===== src/rtl/instruction_decoder.sv =====
// Instruction decoder: decodes the program ROM word into sequencer jump requests and
// datapath controls, holds the zero flag and suppresses the stale ROM word after reset.
module instruction_decoder #(
    parameter int FLUSH_CYCLES = 1,
    parameter int CNT_W        = 16
) (
    input  logic             clk,
    input  logic             sync_reset_n,
    input  logic [7:0]       pm_data,
    input  logic             alu_zero,
    output logic             jmp,
    output logic             jmp_nz,
    output logic [3:0]       jmp_addr,
    output logic             dont_jmp,
    output logic [7:0]       reg_en,
    output logic [2:0]       src_sel,
    output logic [3:0]       imm,
    output logic             imm_sel,
    output logic [3:0]       alu_func,
    output logic             alu_y_sel,
    output logic [CNT_W-1:0] instr_count
);

    typedef enum logic {FLUSH = 1'b0, RUN = 1'b1} state_t;

    state_t           state, state_nxt;
    logic [2:0]       flush_cnt, flush_cnt_nxt;
    logic             zero_flag;
    logic [CNT_W-1:0] count;
    logic             active;
    logic             is_alu;

    // Reset gates decode combinationally so a jump presented in the reset cycle is dropped.
    assign active = sync_reset_n && (state == RUN);
    assign is_alu = (pm_data[7:5] == 3'b110);

    always_ff @(posedge clk) begin
        if (!sync_reset_n) begin
            state     <= FLUSH;
            flush_cnt <= 3'(FLUSH_CYCLES);
        end else begin
            state     <= state_nxt;
            flush_cnt <= flush_cnt_nxt;
        end
    end

    always_comb begin
        state_nxt     = state;
        flush_cnt_nxt = flush_cnt;
        if (state == FLUSH) begin
            if (flush_cnt <= 3'd1) begin
                state_nxt = RUN;
            end else begin
                flush_cnt_nxt = flush_cnt - 3'd1;
            end
        end
    end

    always_ff @(posedge clk) begin
        if (!sync_reset_n) begin
            zero_flag <= 1'b0;
            count     <= '0;
        end else if (state == RUN) begin
            if (is_alu) begin
                zero_flag <= alu_zero;
            end
            if (count != '1) begin
                count <= count + CNT_W'(1);
            end
        end
    end

    assign dont_jmp    = zero_flag;
    assign instr_count = count;

    always_comb begin
        jmp       = 1'b0;
        jmp_nz    = 1'b0;
        jmp_addr  = 4'h0;
        reg_en    = 8'h00;
        src_sel   = 3'd0;
        imm       = 4'h0;
        imm_sel   = 1'b0;
        alu_func  = 4'h0;
        alu_y_sel = 1'b0;
        if (active) begin
            casez (pm_data)
                8'b0???_????: begin
                    reg_en  = 8'b1 << pm_data[6:4];
                    imm     = pm_data[3:0];
                    imm_sel = 1'b1;
                end
                8'b10??_????: begin
                    reg_en  = 8'b1 << pm_data[5:3];
                    src_sel = pm_data[2:0];
                end
                8'b110?_????: begin
                    reg_en    = 8'h20;
                    alu_func  = pm_data[3:0];
                    alu_y_sel = pm_data[4];
                end
                8'b1110_????: begin
                    jmp      = 1'b1;
                    jmp_addr = pm_data[3:0];
                end
                default: begin
                    jmp_nz   = 1'b1;
                    jmp_addr = pm_data[3:0];
                end
            endcase
        end
    end

endmodule


===== config.mk =====
export PLATFORM = sky130hd
export DESIGN_NAME = instruction_decoder
export DESIGN_NICKNAME = d
export VERILOG_FILES = /design/src/rtl/instruction_decoder.sv
export SDC_FILE = /design/constraint.sdc
export NUM_CORES = 1
export LEC_CHECK = 0
export BUFFER_PORTS_ARGS = -buffer_cell sky130_fd_sc_hd__buf_2
export CAP_MARGIN = 20
export CORE_ASPECT_RATIO = 1.4
export CORE_UTILIZATION = 38
export CTS_CLUSTER_DIAMETER = 150
export DETAILED_ROUTE_END_ITERATION = 6
export GPL_TIMING_DRIVEN = 0
export PLACE_DENSITY = 0.68
export SYNTH_ARGS = -nofsm -noshare
export SYNTH_HDL_FRONTEND = slang
export SYNTH_SLANG_ARGS = --single-unit

===== constraint.sdc =====
create_clock -name clk -period 1.4 [get_ports clk]
set_input_delay 0.28 -clock clk [delete_from_list [all_inputs] [get_ports clk]]
set_output_delay 0.28 -clock clk [all_outputs]
set_load 0.01 [all_outputs]

==> metrics.md, run 1 <==
| Metric | Value |
|---|---|
| Startpoint type of the worst setup path | `register` |
| Max-slew violations | `0` |
| WP data arrival | `1310 ps` |
| Leak | `1.07 nW` |
| CP Buf/Inv Count | `1` |
| Maxcap violations | `0` |
| Die Wd | `52.5 µm` |
| Area Overhead vs Synth | `80.6%` |
| Row cnt | `25` |
| Number of global-route vias before repair | `1537` |
| YS warnings | `0` |
| Fin nets | `281` |
| DP HPWL | `2860 µm` |
| Failing checks | `setup timing` |
| Syn avg cell area | `7.85 µm²` |
| DR WL/cell | `16.2 µm` |
| DRC viols | `0` |
| ANT cells | `0` |
| Clock sink total | `21` |
| Type of the tightest min-delay check | `in2reg` |
| Slew HR | `74.2%` |
| Gr usage total | `23.7%` |
| Final period utilization | `114%` |
| Post-Synthesis Cells | `173` |
| Via count | `1707` |
| Seq/Total Area, Yosys | `31.0%` |
| Number of CTS-inserted buffers | `3` |
| Critical path cell sequence | `nand2_8 -> nor2_4 -> and3_4 -> and2_1 -> buf_2` |
| Global placement routability congestion | `0.721` |
| Ys flop type | `dfxtp_1` |
| Clock slew at reported path FFs | `70 ps` |
| Setup Skew | `2.79 ps` |
| Critical path fanouts, max | `6` |
| DIE HEIGHT | `72.7 µm` |
| FFs w/ async S/R, synth | `0%` |
| Hold WS | `281 ps` |
| Starting Density | `40.2%` |
| CTS Root Cell | `clkbuf_8` |
| Fmax | `628 MHz` |
| Largest net degree at the start of global routing | `12` |
| Hold_buf cts | `0` |
| CP max-delay cell | `dfxtp_4` |
| Final Cell Area | `0.00245 mm²` |
| Share of layout cells above drive strength 1 | `59.4%` |
| Largest stage delay on the critical path | `390 ps` |
| Area after DPL | `0.00175 mm²` |
| Slew at the pin with the worst max-slew slack | `384 ps` |
| CTS HTree Levels | `1` |
| Drt pass-1 iters | `5` |
| Initial antenna violation count | `0` |
| Antenna Violating Nets Remaining | `0` |
| Family with the most delay on the worst path | `simple AND/OR/NAND/NOR gates` |
| CTS max path bufs | `2` |
| Skew-Pair Late Insertion Delay | `260 ps` |
| Synth Register Bits | `21` |
| Req. time, crit path | `1120 ps` |
| Final hold vios | `0` |
| Die footprint | `0.00382 mm²` |
| CTS tree | `yes` |
| IO Count | `55` |
| Post-Synthesis Cell Area | `0.00136 mm²` |
| Core ar. | `0.00338 mm²` |
| Status | `finished, violations left` |
| Total congestion overflow | `0` |
| Pwr Density | `739 mW/mm²` |
| # setup viols final | `43` |
| Vias per cell | `5.58` |
| Max VDD drop | `0.856 mV` |
| Port buffer count | `54` |
| Final min period | `1590 ps` |
| Initial drt markers | `46` |
| First-pass GRT wire length | `6930 µm` |
| Fin worst setup slack | `-193 ps` |
| Total wire length after detailed routing | `4960 µm` |
| Unrepaired setup endpoints after global routing | `true` |
| Post-synthesis cell type count | `36` |
| Setup CP Type | `reg2out` |
| Worst setup EP type | `output pin` |
| EDFF count, synth | `0` |
| Syn_nets | `187` |
[path summary, 6_finish.rpt]
| check | startpoint | to | slack (ps) | depth (start not counted) |
|---|---|---|---|---|
| worst min register to register | instr_count[15]$_SDFFE_PN0P_ | instr_count[15]$_SDFFE_PN0P_ | 490 | 2 |
| worst max register to register | instr_count[1]$_SDFFE_PN0P_ | instr_count[13]$_SDFFE_PN0P_ | -160 | 6 |
| worst max-delay path | state$_SDFF_PN0_ | jmp_addr[0] | -190 | 5 |
| worst min-delay path | sync_reset_n | flush_cnt[0]$_SDFFE_PN1P_ | 280 | 2 |
[synth_stat cells, types with 3 or more instances]
cell	instances	area [µm²]
a21oi_1	18	90.1
and2_1	15	93.8
and3_1	8	50.1
clkbuf_1	4	15.0
dfxtp_1	21	420
ha_1	3	37.5
inv_1	5	18.8
mux2i_1	3	30.0
nand2_1	16	60.1
nand3_1	9	45.0
nand4_1	3	18.8
nor2_1	13	48.8
nor3_1	4	20.0
nor4_1	3	18.8
nor4b_1	3	26.3
o21ai_0	7	35.0
o31ai_1	5	37.5
or3_1	3	18.8
or4_1	5	37.5
xor2_1	3	26.3
[kinds of logic (layout without fill, tap and decap cells)]
family | Yosys count | after routing | share of synthesized area (%)
xor+xnor | 4 | 4 | 2.58
compound gates | 37 | 37 | 17.5
mux | 3 | 3 | 2.21
fa+ha+maj | 3 | 3 | 2.77
simple gates | 93 | 93 | 39.5
buf+inv | 12 | 105 | 4.42
flops | 21 | 21 | 31.0
[layout by cell type, fill, tap and decap left out, types with 3 or more instances in the layout]
master and instances:
a21oi_1 12, dfxtp_4 13, nor2_1 8, inv_1 3, buf_4 29, dfxtp_2 5, and2_1 13, and3_1 5
o31ai_1 5, or3_1 3, mux2i_1 3, a21oi_2 5, and3_4 3, nand4_1 3, buf_2 45, nor2_4 5
dfxtp_1 3, clkbuf_8 5, o21ai_1 4, or4_1 5, o21ai_0 3, buf_6 13, xor2_1 3, nand2_1 14
nand3_1 8, buf_12 3
[routing by layer]
metal	routed length [µm]	global-route usage, %	share of wire, %
met1	1950	25.5	39
met2	2640	45.1	53
met3	216	1.88	4.4
met4	164	10.2	3.3
met5	0	0	0
[where the power goes]
part / switching (mW) / leakage [nW] / internal (mW) / total, mW
combinational: 0.347 / 0.865 / 0.385 / 0.733
clock: 0.192 / 0.0228 / 0.203 / 0.395
sequential: 0.0510 / 0.182 / 0.632 / 0.683
[per-stage QoR]
step	util, %	power, mW	worst slack, ps	TNS, ps	instances
final	72.6	1.81	-193	-5450	306
after global routing	72.6	1.90	-243	-8090	306
after CTS	67.9	1.70	-171	-4600	300
after detailed placement	51.8	1.08	-318	-8950	267
after global placement	51.8	1.07	-332	-9010	267
after floorplan	-	0.954	-123	-1040	173
[registers in the layout, summed over array words and instances, names as in the netlist]
register	flops
state	1
flush_cnt	3
instr_count	16
dont_jmp	1
[what timing repair did]
| item | CTS | global route |
|---|---|---|
| hold endpoints to repair | 0 | 0 |
| pin swaps | 41 | 22 |
| cloned | 1 | 0 |
| buffers inserted | 28 | 6 |
| resized for setup | 68 | 22 |
| endpoints found under the setup margin | 45 | 46 |
[area by class of cell]
type | count | area (µm²)
inverter | 6 | 28.8
multi-input combinational | 140 | 1130
timing repair buffer | 89 | 642
sequential | 21 | 475
buffer | 6 | 82.6
tap | 40 | 50.0
clock buffer | 4 | 45.0
fill | 245 | 927
Note: power is estimated with default switching activity, not from simulation.
==> inputs of run 2 (changes only) <==
- TNS_END_PERCENT: unset -> 10
==> metrics.md, run 2 (synthesized netlist as in run 1, its figures left out) <==
| Metric | Value |
|---|---|
| Clock slew at reported path FFs | `70 ps (about the same)` |
| ANT cells | `0 (unchanged)` |
| Drt pass-1 iters | `4 (-1)` |
| Antenna Violating Nets Remaining | `0 (unchanged)` |
| CP max-delay cell | `or4_4` |
| Critical path fanouts, max | `5 (-1)` |
| Vias per cell | `5.58 (about the same)` |
| Clock sink total | `21 (unchanged)` |
| Setup Skew | `2.38 ps (-0.408 ps)` |
| DIE HEIGHT | `72.7 µm (unchanged)` |
| Global placement routability congestion | `0.776 (+7.6%)` |
| DRC viols | `0 (unchanged)` |
| Slew HR | `72.6% (-1.6 points)` |
| CTS max path bufs | `2 (unchanged)` |
| Skew-Pair Late Insertion Delay | `250 ps (about the same)` |
| Largest stage delay on the critical path | `510 ps (+120 ps)` |
| Number of CTS-inserted buffers | `3 (unchanged)` |
| Die footprint | `0.00382 mm² (unchanged)` |
| Commonest non-fill, non-tap cell in the layout | `buf_2` |
| DP HPWL | `2770 µm (-3.0%)` |
| Max-slew violations | `0 (unchanged)` |
| WP data arrival | `1770 ps (+460 ps)` |
| Final min period | `1590 ps (-2.11 ps)` |
| Max VDD drop | `0.883 mV (+3.1%)` |
| Initial antenna violation count | `0 (unchanged)` |
| Unrepaired setup endpoints after global routing | `true` |
| # setup viols final | `41 (-4.7%)` |
| Row cnt | `25 (unchanged)` |
| Number of global-route vias before repair | `1367 (-11%)` |
| CTS Root Cell | `clkbuf_8` |
| First-pass GRT wire length | `6140 µm (-11%)` |
| Placed instance count | `267 (unchanged)` |
| Area Overhead vs Synth | `51.1%` |
| Type of the tightest min-delay check | `in2reg` |
| Failing checks | `setup timing` |
| Setup CP Type | `reg2reg` |
| Core ar. | `0.00338 mm² (unchanged)` |
| Fmax | `629 MHz (+0.13%)` |
| Maxcap violations | `0 (unchanged)` |
| Status | `finished, violations left` |
| Critical path cell sequence | `ha_4 -> nand3_4 -> o41ai_4 -> buf_4 -> or4_4 -> a21oi_2` |
| Share of layout cells above drive strength 1 | `50.4% (-9.0 points)` |
| Largest net degree at the start of global routing | `12 (unchanged)` |
| Pwr Density | `756 mW/mm² (+2.4%)` |
| Final period utilization | `114% (-0.15 points)` |
| Startpoint type of the worst setup path | `register` |
| Total wire length after detailed routing | `3990 µm (-20%)` |
| Total congestion overflow | `0 (unchanged)` |
| Via count | `1563 (-8.4%)` |
| CTS HTree Levels | `1 (unchanged)` |
| Worst setup EP type | `register` |
| Initial drt markers | `42 (-8.7%)` |
| Final hold vios | `0 (unchanged)` |
| Fin Setup TNS | `-3450 ps (+2000 ps)` |
| Gr usage total | `20.5% (-3.2 points)` |
| Leak | `0.890 nW (-17%)` |
| Hold WS | `276 ps (-4.75 ps)` |
| DR WL/cell | `14.2 µm (-12%)` |
| Req. time, crit path | `1580 ps (+460 ps)` |
| Fin cells | `280 (-8.5%)` |
| Max reg flops | `16 (unchanged)` |
| Port buffer count | `54 (unchanged)` |
| Slew at the pin with the worst max-slew slack | `407 ps (+23.0 ps)` |
| Starting Density | `40.2% (unchanged)` |
| Die Wd | `52.5 µm (unchanged)` |
| Fin nets | `255 (-9.3%)` |
| Fin worst setup slack | `-191 ps (+2.11 ps)` |
| CTS tree | `yes` |
| Commonest cells after routing, fill and taps aside | `53 x buf_2, 15 x and2_1, 14 x nand2_1, 14 x dfxtp_4, 13 x a21oi_1` |
| IO Count | `55 (unchanged)` |
run 2: path summary, 6_finish.rpt:
kind,end,startpoint,cells after the start,slack (ps)
setup / recovery,instr_count[5]$_SDFFE_PN0P_,instr_count[1]$_SDFFE_PN0P_,6,-190
hold / removal,dont_jmp$_SDFFE_PN0P_,alu_zero,3,280
setup reg to reg,instr_count[5]$_SDFFE_PN0P_,instr_count[1]$_SDFFE_PN0P_,6,-190
hold reg to reg,instr_count[15]$_SDFFE_PN0P_,instr_count[15]$_SDFFE_PN0P_,2,490
run 2: through the flow:
stage | setup WS (ps) | total power [mW] | instance area [µm²] | utilization [%]
2_1_floorplan | -123 | 0.952 | 1430 | -
4_1_cts | -189 | 1.55 | 1980 | 58.5
5_1_grt | -240 | 1.65 | 2050 | 60.7
3_3_place_gp | -318 | 1.06 | 1750 | 51.7
6_report | -191 | 1.55 | 2050 | 60.7
3_5_place_dp | -313 | 1.07 | 1750 | 51.7
run 2: where the power goes:
part / switching (mW) / internal, mW
Sequential: 0.0470 / 0.630
Combinational: 0.265 / 0.222
Clock: 0.184 / 0.202
Total: 0.497 / 1.05
run 2: worst max-delay path, delay by kind of cell, from the launching register on:
| kind | cells | cell delay [ps] |
|---|---|---|
| flip-flops | 1 | 350 |
| adder cells (fa/ha/maj) | 1 | 170 |
| buffers and inverters | 1 | 160 |
| AND/OR/NAND/NOR | 2 | 590 |
| AO/OA/AOI/OAI | 2 | 230 |
run 2: final cells by class:
| cell class | instances | area (µm²) |
|---|---|---|
| inverter | 6 | 25.0 |
| sequential | 21 | 478 |
| multi-input combinational | 140 | 1040 |
| buffer | 6 | 62.6 |
| tap | 40 | 50.0 |
| clock buffer | 4 | 45.0 |
| fill | 313 | 1330 |
| timing repair buffer | 63 | 347 |
run 2: layer usage:
metal / track usage, % / part of all wire (%) / up-vias
met2: 40.2 / 55 / 48
met5: 0 / 0 / -
met4: 4.39 / 0.88 / 0
li1: - / - / 774
met3: 1.67 / 3.6 / 4
met1: 23.0 / 41 / 737
run 2: what timing repair did:
action	in CTS	in global routing
gates resized for setup	42	16
endpoints found under the setup margin	45	46
hold endpoints to repair	0	0
buffers inserted	8	1
hold buffers	0	0
pin swaps	16	15
==> inputs of run 3 (changes only) <==
- BUFFER_PORTS_ARGS: -buffer_cell sky130_fd_sc_hd__buf_2 -> -buffer_cell sky130_fd_sc_hd__buf_4
- TNS_END_PERCENT: 10 -> unset
==> metrics.md, run 3 (synthesized netlist as in run 1, its figures left out) <==
| Metric | Value |
|---|---|
| Core ar. | `0.00338 mm² (unchanged)` |
| Req. time, crit path | `1120 ps (-460 ps)` |
| Row cnt | `25 (unchanged)` |
| DIE HEIGHT | `72.7 µm (unchanged)` |
| Die footprint | `0.00382 mm² (unchanged)` |
| Area after DPL | `0.00189 mm² (+8.0%)` |
| Commonest non-fill, non-tap cell in the layout | `buf_4` |
| Largest net degree at the start of global routing | `13 (+1)` |
| Final min period | `1680 ps (+91.3 ps)` |
| Initial drt markers | `62 (+48%)` |
| Setup CP Type | `reg2out` |
| IO Count | `55 (unchanged)` |
| Pwr Density | `689 mW/mm² (-8.9%)` |
| Fmax | `595 MHz (-5.4%)` |
| Skew-Pair Late Insertion Delay | `260 ps (about the same)` |
| Leak | `1.12 nW (+26%)` |
| Drt pass-1 iters | `4 (unchanged)` |
| Final Util | `79.4% (+19 points)` |
| DR WL/cell | `19.1 µm (+35%)` |
| Worst setup EP type | `output pin` |
| Hold_buf cts | `0 (unchanged)` |
| Final period utilization | `120% (+6.5 points)` |
| Initial antenna violation count | `0 (unchanged)` |
| Via count | `1794 (+15%)` |
| Max reg flops | `16 (unchanged)` |
| First-pass GRT wire length | `7470 µm (+22%)` |
| Setup Skew | `9.25 ps (+6.86 ps)` |
| Startpoint type of the worst setup path | `register` |
| Number of CTS-inserted buffers | `3 (unchanged)` |
| CTS tree | `yes` |
| Slew HR | `74.2% (+1.6 points)` |
| Critical path fanouts, max | `6 (+1)` |
| Port buffer count | `54 (unchanged)` |
| Clock sink total | `21 (unchanged)` |
| Type of the tightest min-delay check | `in2reg` |
| # setup viols final | `42 (+2.4%)` |
| Total congestion overflow | `0 (unchanged)` |
| Worst slack, placed | `-334 ps (-20.9 ps)` |
| DRC viols | `0 (unchanged)` |
| Slew at the pin with the worst max-slew slack | `386 ps (-21.3 ps)` |
| Final Cell Area | `0.00268 mm² (+31%)` |
| Area Overhead vs Synth | `97.7%` |
| Fin nets | `286 (+12%)` |
| WP data arrival | `1400 ps (-370 ps)` |
| Maxcap violations | `0 (unchanged)` |
| CTS HTree Levels | `1 (unchanged)` |
| Clock slew at reported path FFs | `80 ps (about the same)` |
| Max VDD drop | `0.640 mV (-28%)` |
| CTS max path bufs | `2 (unchanged)` |
| Fin worst setup slack | `-282 ps (-91.3 ps)` |
| Number of global-route vias before repair | `1616 (+18%)` |
| Starting Density | `40.2% (unchanged)` |
| Unrepaired setup endpoints after global routing | `true` |
| Total Power | `1.85 mW (+19%)` |
| Status | `finished, violations left` |
| Die Wd | `52.5 µm (unchanged)` |
| Final hold vios | `0 (unchanged)` |
| Antenna Violating Nets Remaining | `0 (unchanged)` |
| Max-slew violations | `0 (unchanged)` |
| ANT cells | `0 (unchanged)` |
| Share of layout cells above drive strength 1 | `65.3% (+15 points)` |
| Total wire length after detailed routing | `5960 µm (+49%)` |
| Failing checks | `setup timing` |
| Gr usage total | `25.7% (+5.1 points)` |
| DP HPWL | `3060 µm (+10%)` |
| Vias per cell | `5.77 (+3.3%)` |
| CTS Root Cell | `clkbuf_8` |
| Global placement routability congestion | `0.835 (+7.6%)` |
| Commonest cells after routing, fill and taps aside | `65 x buf_4, 29 x buf_6, 15 x dfxtp_4` |
==> run 3: changes by cell type in the layout (fill, tap and decap cells not counted), sizes merged <==
cell      change
clkbuf        -1
buf          +31
clkinv        +1
inv           -1
clkinvlp      +1
==> run 3: metrics by stage <==
stage	setup TNS (ps)	hold WS, ps	instances
2_1_floorplan	-1040	342	173
3_3_place_gp	-7670	469	267
3_5_place_dp	-9640	481	267
4_1_cts	-5050	247	292
5_1_grt	-9170	258	311
6_report	-6450	257	311
==> run 3: layout make-up <==
cell class / count / area, µm²
Tap cell: 40 / 50.0
Timing Repair Buffer: 94 / 827
Fill cell: 205 / 694
Buffer: 6 / 81.3
Sequential cell: 21 / 482
Clock buffer: 3 / 41.3
Multi-Input combinational cell: 140 / 1170
Inverter: 6 / 28.8
Clock inverter: 1 / 5.00
==> run 3: worst paths after layout <==
path / cells past startpoint / slack, ps / from / endpoint
min reg2reg: 2 / 510 / instr_count[9]$_SDFFE_PN0P_ / instr_count[9]$_SDFFE_PN0P_
max reg2reg: 5 / -210 / instr_count[8]$_SDFFE_PN0P_ / instr_count[14]$_SDFFE_PN0P_
max: 5 / -280 / state$_SDFF_PN0_ / jmp
min: 2 / 260 / sync_reset_n / flush_cnt[0]$_SDFFE_PN1P_
==> run 3: metal layers <==
| layer | up-vias | wire [µm] | share of wire, % | track usage [%] |
|---|---|---|---|---|
| met5 | - | 0 | 0 | 0 |
| met4 | 0 | 256 | 4.3 | 10.2 |
| met3 | 22 | 325 | 5.5 | 2.71 |
| met2 | 74 | 3170 | 53 | 48.7 |
| met1 | 863 | 2210 | 37 | 27.8 |
| li1 | 835 | - | - | - |
==> run 3: worst max-delay path, stage by stage (launching register included) <==
cell and delay [ps]:
dfxtp_4 400, nand2_8 90, nor2_4 110, and3_4 230, nor2b_1 170, buf_4 140
==> run 3: power by group <==
group	switching (mW)	internal (mW)	leakage, nW
clock	0.203	0.198	0.0255
sequential	0.0610	0.636	0.182
combinational	0.357	0.395	0.917
==> run 3: repair_timing <==
item,in CTS,in global routing
setup buffers,20,18
pin swaps,26,28
cloned,1,1
resized for setup,57,64
setup endpoints to repair,45,47
